**config.mk**
```make
export PLATFORM = sky130hd
export DESIGN_NAME = cache_fill_fsm
export DESIGN_NICKNAME = d
export VERILOG_FILES = /design/src/rtl/cache_fill_fsm.sv
export SDC_FILE = /design/constraint.sdc
export NUM_CORES = 1
export LEC_CHECK = 0
export CAP_MARGIN = 0
export CORE_UTILIZATION = 38
export DETAILED_ROUTE_END_ITERATION = 12
export PLACE_DENSITY_LB_ADDON = 0.2
export SLEW_MARGIN = 0
export SYNTH_ARGS = -nofsm -noshare
export SYNTH_HDL_FRONTEND = slang
export SYNTH_SLANG_ARGS = --single-unit
```
**constraint.sdc**
```tcl
create_clock -name clk -period 1.9 [get_ports clk]
set_input_delay 0.285 -clock clk [delete_from_list [all_inputs] [get_ports clk]]
set_output_delay 0.285 -clock clk [all_outputs]
set_load 0.05 [all_outputs]
```
**src/rtl/cache_fill_fsm.sv**
```systemverilog
// rtl/cache_fill_fsm.sv - I/D cache miss block-fill controller
//
// Fetches a whole cache block from the shared pipelined memory when the
// I-cache or D-cache misses, streams each returned word into the missing
// cache's data array, writes the tag with the last word, then pulses done.
//
// Ports:
//   clk, rst                 rising-edge clock, synchronous active-high reset
//   i_miss, i_miss_addr      I-cache miss request and byte address
//   d_miss, d_miss_addr      D-cache miss request and byte address (wins ties)
//   mem_data_valid, mem_data memory read response
//   mem_en, mem_addr         memory read request, word-aligned address
//   fill_data, fill_word     word and in-block index to write into the cache
//   i_data_we, d_data_we     data array write enables
//   i_tag_we, d_tag_we       tag/valid write enables (with the last word)
//   i_fill_done, d_fill_done one-cycle completion pulses
//   busy                     high whenever the controller is not idle
module cache_fill_fsm #(
  parameter int WORDS_PER_BLOCK = 8,
  parameter int OFFSET_BITS     = 3,
  parameter int MEM_LATENCY     = 4
) (
  input  logic        clk,
  input  logic        rst,
  input  logic        i_miss,
  input  logic [15:0] i_miss_addr,
  input  logic        d_miss,
  input  logic [15:0] d_miss_addr,
  input  logic        mem_data_valid,
  input  logic [15:0] mem_data,
  output logic        mem_en,
  output logic [15:0] mem_addr,
  output logic [15:0] fill_data,
  output logic [2:0]  fill_word,
  output logic        i_data_we,
  output logic        d_data_we,
  output logic        i_tag_we,
  output logic        d_tag_we,
  output logic        i_fill_done,
  output logic        d_fill_done,
  output logic        busy
);

  localparam int HI_W    = 16 - OFFSET_BITS - 1;
  localparam int DRAIN_W = $clog2(MEM_LATENCY + 1);
  localparam logic [OFFSET_BITS-1:0] LAST_WORD  = OFFSET_BITS'(WORDS_PER_BLOCK - 1);
  localparam logic [DRAIN_W-1:0]     DRAIN_LAST = DRAIN_W'(MEM_LATENCY - 1);

  typedef enum logic [2:0] {S_DRAIN, S_IDLE, S_FILL, S_WAIT, S_DONE} fillState_t;

  fillState_t             state, nextState;
  logic [DRAIN_W-1:0]     drainCnt;
  logic [OFFSET_BITS-1:0] issueCnt;
  logic [OFFSET_BITS-1:0] recvCnt;
  logic [HI_W-1:0]        baseHi;
  logic                   targetD;
  logic                   missSeen;
  logic                   recvFire;
  logic                   lastRecv;
  logic                   unusedAddrBits;

  // Only the block number of a miss address matters; the offset is dropped.
  assign unusedAddrBits = ^{i_miss_addr[OFFSET_BITS:0], d_miss_addr[OFFSET_BITS:0]};

  assign missSeen = d_miss | i_miss;
  assign recvFire = ((state == S_FILL) || (state == S_WAIT)) && mem_data_valid;
  assign lastRecv = recvFire && (recvCnt == LAST_WORD);

  always_ff @(posedge clk) begin
    if (rst) begin
      state <= S_DRAIN;
    end else begin
      state <= nextState;
    end
  end

  always_ff @(posedge clk) begin
    if (rst) begin
      drainCnt <= '0;
      issueCnt <= '0;
      recvCnt  <= '0;
      baseHi   <= '0;
      targetD  <= 1'b0;
    end else begin
      if (state == S_DRAIN) begin
        drainCnt <= drainCnt + 1'b1;
      end
      if ((state == S_IDLE) && missSeen) begin
        targetD  <= d_miss;
        baseHi   <= d_miss ? d_miss_addr[15:OFFSET_BITS+1] : i_miss_addr[15:OFFSET_BITS+1];
        issueCnt <= '0;
        recvCnt  <= '0;
      end
      if (state == S_FILL) begin
        issueCnt <= issueCnt + 1'b1;
      end
      if (recvFire) begin
        recvCnt <= recvCnt + 1'b1;
      end
    end
  end

  always_comb begin
    nextState   = state;
    mem_en      = 1'b0;
    mem_addr    = '0;
    fill_data   = mem_data;
    fill_word   = recvCnt;
    i_data_we   = 1'b0;
    d_data_we   = 1'b0;
    i_tag_we    = 1'b0;
    d_tag_we    = 1'b0;
    i_fill_done = 1'b0;
    d_fill_done = 1'b0;
    busy        = (state != S_IDLE);

    case (state)
      S_DRAIN: begin
        // Responses to requests issued before reset land here and are dropped.
        if (drainCnt == DRAIN_LAST) begin
          nextState = S_IDLE;
        end
      end
      S_IDLE: begin
        if (missSeen) begin
          nextState = S_FILL;
        end
      end
      S_FILL: begin
        mem_en   = 1'b1;
        // Offset is spliced in rather than added so the walk never carries
        // out of the block.
        mem_addr = {baseHi, issueCnt, 1'b0};
        if (issueCnt == LAST_WORD) begin
          nextState = S_WAIT;
        end
      end
      S_WAIT: begin
        nextState = S_WAIT;
      end
      S_DONE: begin
        i_fill_done = ~targetD;
        d_fill_done = targetD;
        nextState   = S_IDLE;
      end
      default: begin
        nextState = S_DRAIN;
      end
    endcase

    if (recvFire) begin
      i_data_we = ~targetD;
      d_data_we = targetD;
    end
    if (lastRecv) begin
      i_tag_we  = ~targetD;
      d_tag_we  = targetD;
      nextState = S_DONE;
    end

    // While reset is held nothing may reach the caches, even in the cycle
    // where reset rises over a fill that is still in progress.
    if (rst) begin
      mem_en      = 1'b0;
      mem_addr    = '0;
      i_data_we   = 1'b0;
      d_data_we   = 1'b0;
      i_tag_we    = 1'b0;
      d_tag_we    = 1'b0;
      i_fill_done = 1'b0;
      d_fill_done = 1'b0;
      busy        = 1'b1;
    end
  end

endmodule

```
# Yosys cells after proc, flatten, opt, wreduce, memory -nomap -nowiden
# Cells that the tools add are included.
# word_totals
reg_bits,25
elab_cells,62
# classes
add_sub_neg,3
n_eq_ne,14
muxes,26
n_bitwise,2
n_reduce_logical,10
# op_table
op,n
16-bit 2-to-1 mux,2
3-bit 2-to-1 mux,7
1-bit 2-to-1 mux,15
3-bit one-hot mux with 5 select lines,1
12-bit 2-to-1 mux,1
"3-bit by 1-bit adder with 3-bit output, second input constant",3
"3-bit by 2-bit equality test with 1-bit output, second input constant",3
"3-bit equality test, second input constant",3
"3-bit by 2-bit inequality test with 1-bit output, second input constant",2
3-bit AND reduction,2
"2-bit by 1-bit inequality test with 1-bit output, second input constant",2
2-bit nonzero test,2
"3-bit by 1-bit equality test with 1-bit output, second input constant",1
1-bit logical AND,3
3-bit logical NOT,1
"3-bit by 1-bit inequality test with 1-bit output, second input constant",1
"3-bit inequality test, second input constant",1
"2-bit inequality test, second input constant",1
2-bit OR reduction,1
1-bit logical OR,1
1-bit inverter,1
1-bit bitwise OR,1

# Depth between registers and ports, before layout
# Gate-level depths: netlist of the first run.
# depth
ltp_word,6
ltp_mapped,6

# Worst setup path before layout of the first run
# Ideal clock, no wire load.
# synth_path
path_kind,register to output
from,register state[2]
to,output i_fill_done
arrival_ps,2091
setup_slack_ps,-476
path_stages_with_launch,5
n_path_buf,1
cell_sequence,dfxtp_1 > buf_6 > inv_2 > or3_1 > nor3_1
# synth_via
elab_chain_cells,3
# synth_rtl
element,line_no,rtl
"start, declared",51,"fillState_t state, nextState;"
"start signal, assigned",73,state <= nextState;
3-bit equality test,117,case (state)
1-bit 2-to-1 mux,117,
1-bit 2-to-1 mux,163,if (rst) begin
"end, declared",39,"output logic i_fill_done,"
# Every way passes these cells.

# Worst setup path in the final report of the first run
# layout_path
from,register state[2]
to,output mem_addr[13]
# layout_via
elab_chain_cells,3
# layout_rtl
element,line_no,rtl
3-bit by 2-bit equality test with 1-bit output,117,
16-bit 2-to-1 mux,117,
16-bit 2-to-1 mux,163,
"end, declared",32,"output logic [15:0] mem_addr,"
# Every way passes these cells.

==> results of run 1 <==
[per-layer routing]
metal | global-route usage, % | share of wire [%] | routed length, um | vias to the layer above
met5 | 0 | 0 | 0 | -
met4 | 7.713 | 1.9 | 75 | 0
met3 | 4.054 | 4.0 | 154 | 16
met2 | 29.25 | 50 | 1932 | 27
met1 | 22.26 | 44 | 1702 | 648
li1 | - | - | - | 676
[area by class of cell]
class,instances,share of cell area (%)
flip-flops and latches,25,20.34
clock inverters,1,0.2009
repair buffers,72,36.92
well taps,50,2.511
multi-input cells,113,37.77
clock buffers,3,1.657
inverters,4,0.6027
[worst paths after layout]
| check | startpoint | endpoint | slack [ps] | cells after the start |
|---|---|---|---|---|
| worst max-delay path | state[2] | mem_addr[13] | 60 | 5 |
| worst min-delay path | drainCnt[2] | drainCnt[2] | 510 | 2 |
| worst max register to register | state[0] | baseHi[10] | 90 | 3 |
| worst min register to register | drainCnt[2] | drainCnt[2] | 510 | 2 |
[placed cells by master (no fill, tap or decap), drive strengths merged, types with 2 or more instances in the layout]
cell type       n
nand2b          2
ha              6
o211ai          3
inv             4
nor3            3
and2           16
clkbuf          3
dfxtp          25
a32o            2
o21ai           2
a21oi          20
a211oi         13
nor2            6
nor2b           3
nor3b           6
nand2           5
buf            41
clkdlybuf4s50  30
mux2i          13
[what timing repair did]
action                                  CTS  global route
resized for setup                        16             4
buffers inserted                          2             4
endpoints found under the setup margin   16            13
cloned                                    2             0
pin swaps                                 1             1
endpoints found under the hold margin     0             0
[state kept, by name, indices dropped and copies added (netlist names)]
name and cells:
drainCnt 3, state 3, targetD 1, fill_word 3, baseHi 12, issueCnt 3
[cells by family (layout without fill, tap and decap cells)]
| kind of cell | count (synthesis) | after routing |
|---|---|---|
| adders and majority gates | 6 | 6 |
| other | 1 | 1 |
| DFF | 25 | 25 |
| muxes | 14 | 14 |
| xor gates and xnor gates | 1 | 1 |
| and+or+nand+nor | 49 | 49 |
| buffers and inverters | 34 | 80 |
| AOI/OAI and AO/OA | 42 | 42 |
[metrics by stage]
step	utilization (%)	TNS, ps
after floorplan	-	-86.67
after global placement	58.14	-153.2
after detailed placement	58.14	-362.1
after CTS	60.87	0
after global routing	61.83	-136.1
final	61.83	0
[power groups by stage]
stage,clock network [mW],registers [mW],logic (mW)
floorplan,0,0.772,0.764
global placement,0,0.785,0.876
detailed placement,0,0.796,0.914
CTS,0.330,0.788,0.950
global route,0.350,0.811,1.03
finish,0.315,0.790,0.938
[worst min-delay path: stages (launching register included)]
cell	delay, ps
sky130_fd_sc_hd__dfxtp_1	320
sky130_fd_sc_hd__nor2_1	100
sky130_fd_sc_hd__a211oi_1	50
==> flow_results.org, run 1 <==
** Power
- Max IR drop VDD :: 545.5 uV
- Combinational logic burns 45.9% of the power.
- Static leakage power :: 0.9818 nW
- Of the total power, the share spent switching nets is 37.40%.
- Share of power burned in the clock network :: 15.4%
- Internal power comes to 1.279 mW.
- After layout, the design draws a total of 2.043 mW.
- In this run the power spent charging and discharging nets is 0.7641 mW.
- For this design the ratio of total power to cell area is 820.1 mW/mm2.
- Registers are responsible for 38.7% of the overall power.

** Yosys
- Each instance of the synthesized netlist takes up on average 9.377 um2.
- Of the total synthesized cell area, the portion taken by full adders, half adders and majority gates is 4.655%.
- Synth Warn # :: 0
- After synthesis the netlist holds a flip-flop and latch count of 25.
- Cell types with the largest area share after synthesis :: sky130_fd_sc_hd__dfxtp_1, sky130_fd_sc_hd__buf_4, sky130_fd_sc_hd__mux2i_1, sky130_fd_sc_hd__a211oi_2, sky130_fd_sc_hd__a21oi_1
- Post-synthesis instance total :: 172
- Fraction of synthesized area in multiplexers :: 8.766%
- Area share of the largest cell type after synthesis :: 31.03%
- Most common library cells after synthesis :: sky130_fd_sc_hd__dfxtp_1, sky130_fd_sc_hd__a21oi_1, sky130_fd_sc_hd__buf_4, sky130_fd_sc_hd__and2_1, sky130_fd_sc_hd__mux2i_1
- Count of distinct cell types in the synthesized netlist :: 41
- Cell with the most instances after synthesis :: sky130_fd_sc_hd__dfxtp_1
- Compound-gate portion of the synthesized area :: 19.01%
- Summing every instance area after synthesis gives 0.001613 mm2.
- By area, the combinational part of the netlist is dominated by simple AND/OR/NAND/NOR gates.
- Basic-gate share of the synthesized area counting and, or, nand and nor cells :: 21.88%
- sky130_fd_sc_hd__dfxtp_1 takes more of the synthesized area than any other cell.
- After synthesis, the share of flip-flops with an asynchronous set or reset is 0%.
- Synthesis produced a netlist with a net count of 231.
- Number of flops mapped to enable cells by yosys :: 0
- Of the total synthesized cell area, the portion taken by XOR and XNOR cells is 0.5431%.
- Most common flop cell mapped by yosys :: sky130_fd_sc_hd__dfxtp_1
- Proportion of synthesized chip area in sequential cells :: 31.03%

** Global routing
- Global routing finished with a remaining overflow of 0.
- The via count of the first global-routing pass came to 1315.
- Global routing used 17.85% of the available tracks.
- Maximum number of pins on one net before global-route repair :: 17
- Number of antenna violations at the first check in global routing :: 0
- The first global-routing pass estimated 6030 um of wire.

** Setup path
- The worst setup path is of the reg -> out kind.
- STA classifies the critical path endpoint as an output pin.
- Number of buffers and inverters on the critical path :: 3
- For the worst setup path, the data arrival time is 1560 ps.
- In this design, the largest share of critical-path delay is due to buffers and inverters.
- In this design, the stage delay of the slowest critical-path cell is 360 ps.
- Walking the worst path, the cells encountered are buf_8, nor4b_4, buf_4, and2_4, buf_12.
- Slowest-stage cell, CP :: sky130_fd_sc_hd__dfxtp_4
- The worst setup path is launched from a flop.
- Along the worst path, the maximum fanout reaches 7.
- STA puts the critical path data required time at 1620 ps.

** Floorplan
- Die area :: 0.004508 mm2
- The die is 67.15 um wide.
- Core Area :: 0.004029 mm2
- Number of primary I/O pins :: 96
- The floorplan step set the die height to 67.15 um.
- Number of rows created at floorplan :: 23
- Initial core utilization :: 40.03%

** Place
- Buffers on Ports :: 54
- Detailed placement finished with a half-perimeter wire length of 2861 um.
- At the placement stage, the worst setup path has a slack of -31.32 ps.
- Once placement completed, the tool counted placed cells totaling 256.
- The congestion estimate from routability-driven global placement came to 0.7429.
- The placed instances occupy a cell area of 0.002342 mm2.

** STA
- The worst path meets setup with 59.57 ps of slack.
- Final Hold Viols :: 0
- Final worst-path cycle share :: 96.86%
- The max-slew violation count came to 0.
- Min cycle time layout :: 1840 ps
- At the pin with the least slew margin, the transition time is 681.4 ps.
- The tightest hold path in the finished design has a slack of 511.7 ps.
- Setup violations remaining at the end of the flow were counted as 0.
- For the final database, setup skew stands at 3.138 ps.
- Setup repair after global routing could not meet its margin everywhere.
- Worst max-slew margin expressed relative to the limit :: 54.53%
- Achievable clock frequency :: 543.4 MHz

** Clocking
- Number of sinks handled by clock tree synthesis :: 25
- CTS max path bufs :: 2
- The tree is rooted in a sky130_fd_sc_hd__clkbuf_8.
- Clock latency on the worst-skew pair, taken at its later pin, is 270 ps.
- CTS built an H-tree with a depth of 1.
- Hold buffer count at cts :: 0
- Clock tree synthesis inserted a total of 3 buffers.
- After clock tree synthesis, the clock-pin slew on the worst setup and hold paths is 90 ps.
- TritonCTS built the clock tree.

** Cells and area
- Area of the multi-input gates :: 940.9 um2
- The final layout contains 278 nets.
- With fillers left out, the area of the finished cells amounts to 0.002491 mm2.
- From synthesis to final layout, the design area changed by 54.46%.
- The layout has 334 filler cells.
- Register area :: 506.7 um2
- Share of final-layout standard cells stronger than drive strength 1 :: 37.16%
- Once layout is complete, the cells apart from fillers number 268.
- Number of antenna repair diodes :: 0

** Outcome
- Run status :: finished clean

** Route
- Total DRC errors in the routed layout :: 0
- Antenna-violating nets left :: 0
- The routed design has 3864 um of wire.
- Across all layers, the routed design uses 1367 vias.
- Vias per Instance :: 5.101
- Dividing the detail-routed wire length by the instance count gives 14.42 um.
- The detailed router finished its first iteration with 34 violations.
- The pre-antenna-repair detailed-routing pass consisted of 4 iterations.

** Flow run
- Max-cap violations in this run came to 0.

** Hold path
- Worst min-delay path category :: reg -> reg
Note: power is estimated with default switching activity, not from simulation.
==> run 2: changes to the inputs <==
--- a/config.mk
+++ b/config.mk
@@ -6,6 +6,8 @@
 export NUM_CORES = 1
 export LEC_CHECK = 0
 export CAP_MARGIN = 0
+export CORE_ASPECT_RATIO = 1.5
+export CORE_MARGIN = 2
 export CORE_UTILIZATION = 38
 export DETAILED_ROUTE_END_ITERATION = 12
 export PLACE_DENSITY_LB_ADDON = 0.2
==> run 2 against run 1 <==
Effect of this change:
- clock power fell by 3%
- die area rose by 6.3%
- setup slack improved by 8.7 ps
==> flow_results.org, run 2 (same netlist as run 1, synthesis figures left out) <==
** Hold path
- Worst min-delay path category :: reg -> reg

** Floorplan
- The standard cell core area came to 0.004136 mm2 (+2.7%).
- Width of the die :: 57.19 um (-15%)
- Die outline height :: 83.79 um (+25%)
- The initial core utilization is 38.99% (-1.0 points).
- The row count was 29 (+26%).
- Die area :: 0.004792 mm2 (+6.3%)
- The count of boundary I/O pins came to 96 (unchanged).

** Route
- The met2 wirelength from detailed routing was 2012 um (+4.1%).
- Vias after detailed routing :: 1343 (-1.8%)
- The violation count after the first detailed-route iteration was 22 (-35%).
- The number of detailed-routing iterations run before antenna repair came to 4 (unchanged).
- Antenna-violating nets left :: 0 (unchanged)
- WL met3 :: 227 um (+47%)
- Total DRC errors in the routed layout :: 0 (unchanged)
- The routed length per placed instance came to 14.22 um (-1.4%).
- The via count normalized by instance count is 5.146 (+0.88%).
- Top Metal Used :: met4
- Met1 Routed Length :: 1411 um (-17%)
- Post-detailed-routing wire length :: 3712 um (-3.9%)

** STA
- Max-slew violations :: 0 (unchanged)
- Achievable clock frequency :: 545.9 MHz (+0.48%)
- The part of the cycle the worst path needs is 96.40% (-0.46 points).
- The slew at the pin with the worst max-slew slack was 495.5 ps (-185.9 ps).
- Setup-failing EPs final :: 0 (unchanged)
- The setup total negative slack is 0 ps (unchanged).
- The final setup skew came to 3.907 ps (+0.7691 ps).
- The worst max-slew margin expressed relative to the limit is 66.86% (+12 points).
- Setup ws final :: 68.31 ps (+8.738 ps)
- Final Hold Viols :: 0 (unchanged)
- Min cycle time layout :: 1832 ps (-8.738 ps)

** Cells and area
- The number of flip-flops under the largest register name was 12 (unchanged).
- Most flop-heavy register :: baseHi
- Share of final-layout standard cells stronger than drive strength 1 :: 32.09% (-5.1 points)
- The final standard cell count with taps included and fillers excluded is 261 (-2.6%).
- The area growth from synthesis to layout is 52.83%.
- In the layout the commonest cells are sky130_fd_sc_hd__clkdlybuf4s50_1, sky130_fd_sc_hd__buf_12, sky130_fd_sc_hd__dfxtp_1.
- Net total in the final layout :: 275 (-1.1%)
- The number of antenna cells inserted was 0 (unchanged).
- Most common cell after layout, fill and taps aside :: sky130_fd_sc_hd__clkdlybuf4s50_1
- Cell area after layout :: 0.002465 mm2 (-1.1%)

** Setup path
- Element type at the critical path end :: output pin
- Max Fanout on Critical Path :: 18 (+11)
- Setup CP Type :: reg -> out
- The critical path data required time is 1620 ps (about the same).
- The endpoint arrival time on the critical path is 1550 ps (about the same).
- STA classifies the critical path startpoint as a flop.

** Outcome
- The run finished with clean final reports.

** Clocking
- TritonCTS built the clock tree.
- CTS max path bufs :: 2 (unchanged)
- The clock transition at the registers of the reported paths came to 80 ps (about the same).
- The number of H-tree levels came to 1 (unchanged).
- The total number of clock tree sinks was 25 (unchanged).
- The insertion delay of the later-clocked pin in the worst-skew pair is 260 ps (about the same).
- CTS Buf Count :: 3 (unchanged)
- The tree is rooted in a sky130_fd_sc_hd__clkbuf_8.

** Power
- Max IR drop VDD :: 793.5 uV (+45%)
- The leakage power total came to 0.9891 nW (+0.74%).
- The total internal power is 1.289 mW (+0.78%).
- The combinational group share of total power was 46.1% (+0.2 points).
- Seq pwr share :: 39.0% (+0.3 points)
- The net switching power was 0.7475 mW (-2.2%).
- The power density over the cells is 826.1 mW/mm2 (+0.74%).
- The clock share of power came to 14.9% (-0.5 points).
- The total power consumption of the routed design came to 2.036 mW (-0.33%).
- The switching share of total power is 36.71% (-0.69 points).

** Global routing
- The maximum number of pins on one net before global-route repair came to 19 (+2).
- Number of global-route vias before repair :: 1396 (+6.2%)
- Number of antenna violations at the first check in global routing :: 0 (unchanged)
- The overall routing resource usage was 16.19% (-1.7 points).
- Global-route wire length before repair :: 6396 um (+6.1%)
- Total global routing overflow :: 0 (unchanged)

** Place
- The post-place setup slack is -27.98 ps (+3.338 ps).
- The number of port buffers came to 54 (unchanged).
- The half-perimeter wire length after detailed placement came to 3000 um (+4.9%).
- The weighted congestion reported at the end of routability-driven placement was 0.8218 (+11%).
- Number of placed cells counting well taps :: 255 (-0.39%)
- Standard cell area after detailed placement :: 0.002372 mm2 (+1.3%)

** Flow run
- The max-capacitance violation count is 0 (unchanged).
[run 2: cell types whose count changed in the layout (fill, tap and decap cells not counted), moves of 2 or more]
cell                      change
sky130_fd_sc_hd__and2_1       +8
sky130_fd_sc_hd__and2_4       -7
sky130_fd_sc_hd__buf_6        -2
sky130_fd_sc_hd__nor3b_2      -2
sky130_fd_sc_hd__nor3b_4      +2
[run 2: stage by stage]
step / util (%) / hold WS [ps]
after floorplan: - / 464.6
after global placement: 57.35 / 482.8
after detailed placement: 57.35 / 491.7
after CTS: 58.44 / 503.3
after global routing: 59.59 / 537.8
final: 59.59 / 500.5
[run 2: final cells by class]
| type | count | area, um2 |
|---|---|---|
| Sequential cell | 25 | 504.2 |
| Multi-Input combinational cell | 113 | 948.4 |
| Clock buffer | 4 | 45.04 |
| Inverter | 4 | 15.01 |
| Timing Repair Buffer | 69 | 894.6 |
| Fill cell | 372 | 1672 |
| Tap cell | 46 | 57.56 |
[run 2: worst paths after layout]
| kind | slack, ps | startpoint | endpoint | cells past startpoint |
|---|---|---|---|---|
| setup / recovery | 70 | state[2] | mem_addr[14] | 5 |
| hold / removal | 500 | drainCnt[2] | drainCnt[2] | 2 |
| setup reg to reg | 340 | state[2] | baseHi[9] | 4 |
| hold reg to reg | 500 | drainCnt[2] | drainCnt[2] | 2 |
[run 2: repair_timing]
action,4_1_cts,5_1_grt
hold buffers,0,0
buffers inserted,0,2
pin swaps,1,1
resized for setup,2,8
setup endpoints to repair,16,5
[run 2: per-layer routing]
metal | global-route usage, % | vias to the layer above
met1 | 17.69 | 613
met4 | 5.285 | 0
met3 | 3.876 | 10
met5 | 0 | -
met2 | 29.68 | 44
li1 | - | 676
[run 2: worst max-delay path: stages (launching register included)]
cell and delay, ps:
sky130_fd_sc_hd__dfxtp_1 330, sky130_fd_sc_hd__buf_4 180, sky130_fd_sc_hd__nor4b_4 270, sky130_fd_sc_hd__buf_12 180
sky130_fd_sc_hd__and2_1 180, sky130_fd_sc_hd__buf_12 150
[run 2: power groups by stage]
| stage | clock, mW | combinational (mW) | sequential [mW] |
|---|---|---|---|
| after global placement | 0 | 0.892 | 0.795 |
| after detailed placement | 0 | 0.931 | 0.802 |
| after floorplan | 0 | 0.764 | 0.772 |
| final | 0.304 | 0.939 | 0.794 |
| after global routing | 0.337 | 1.03 | 0.819 |
| after CTS | 0.316 | 0.933 | 0.793 |
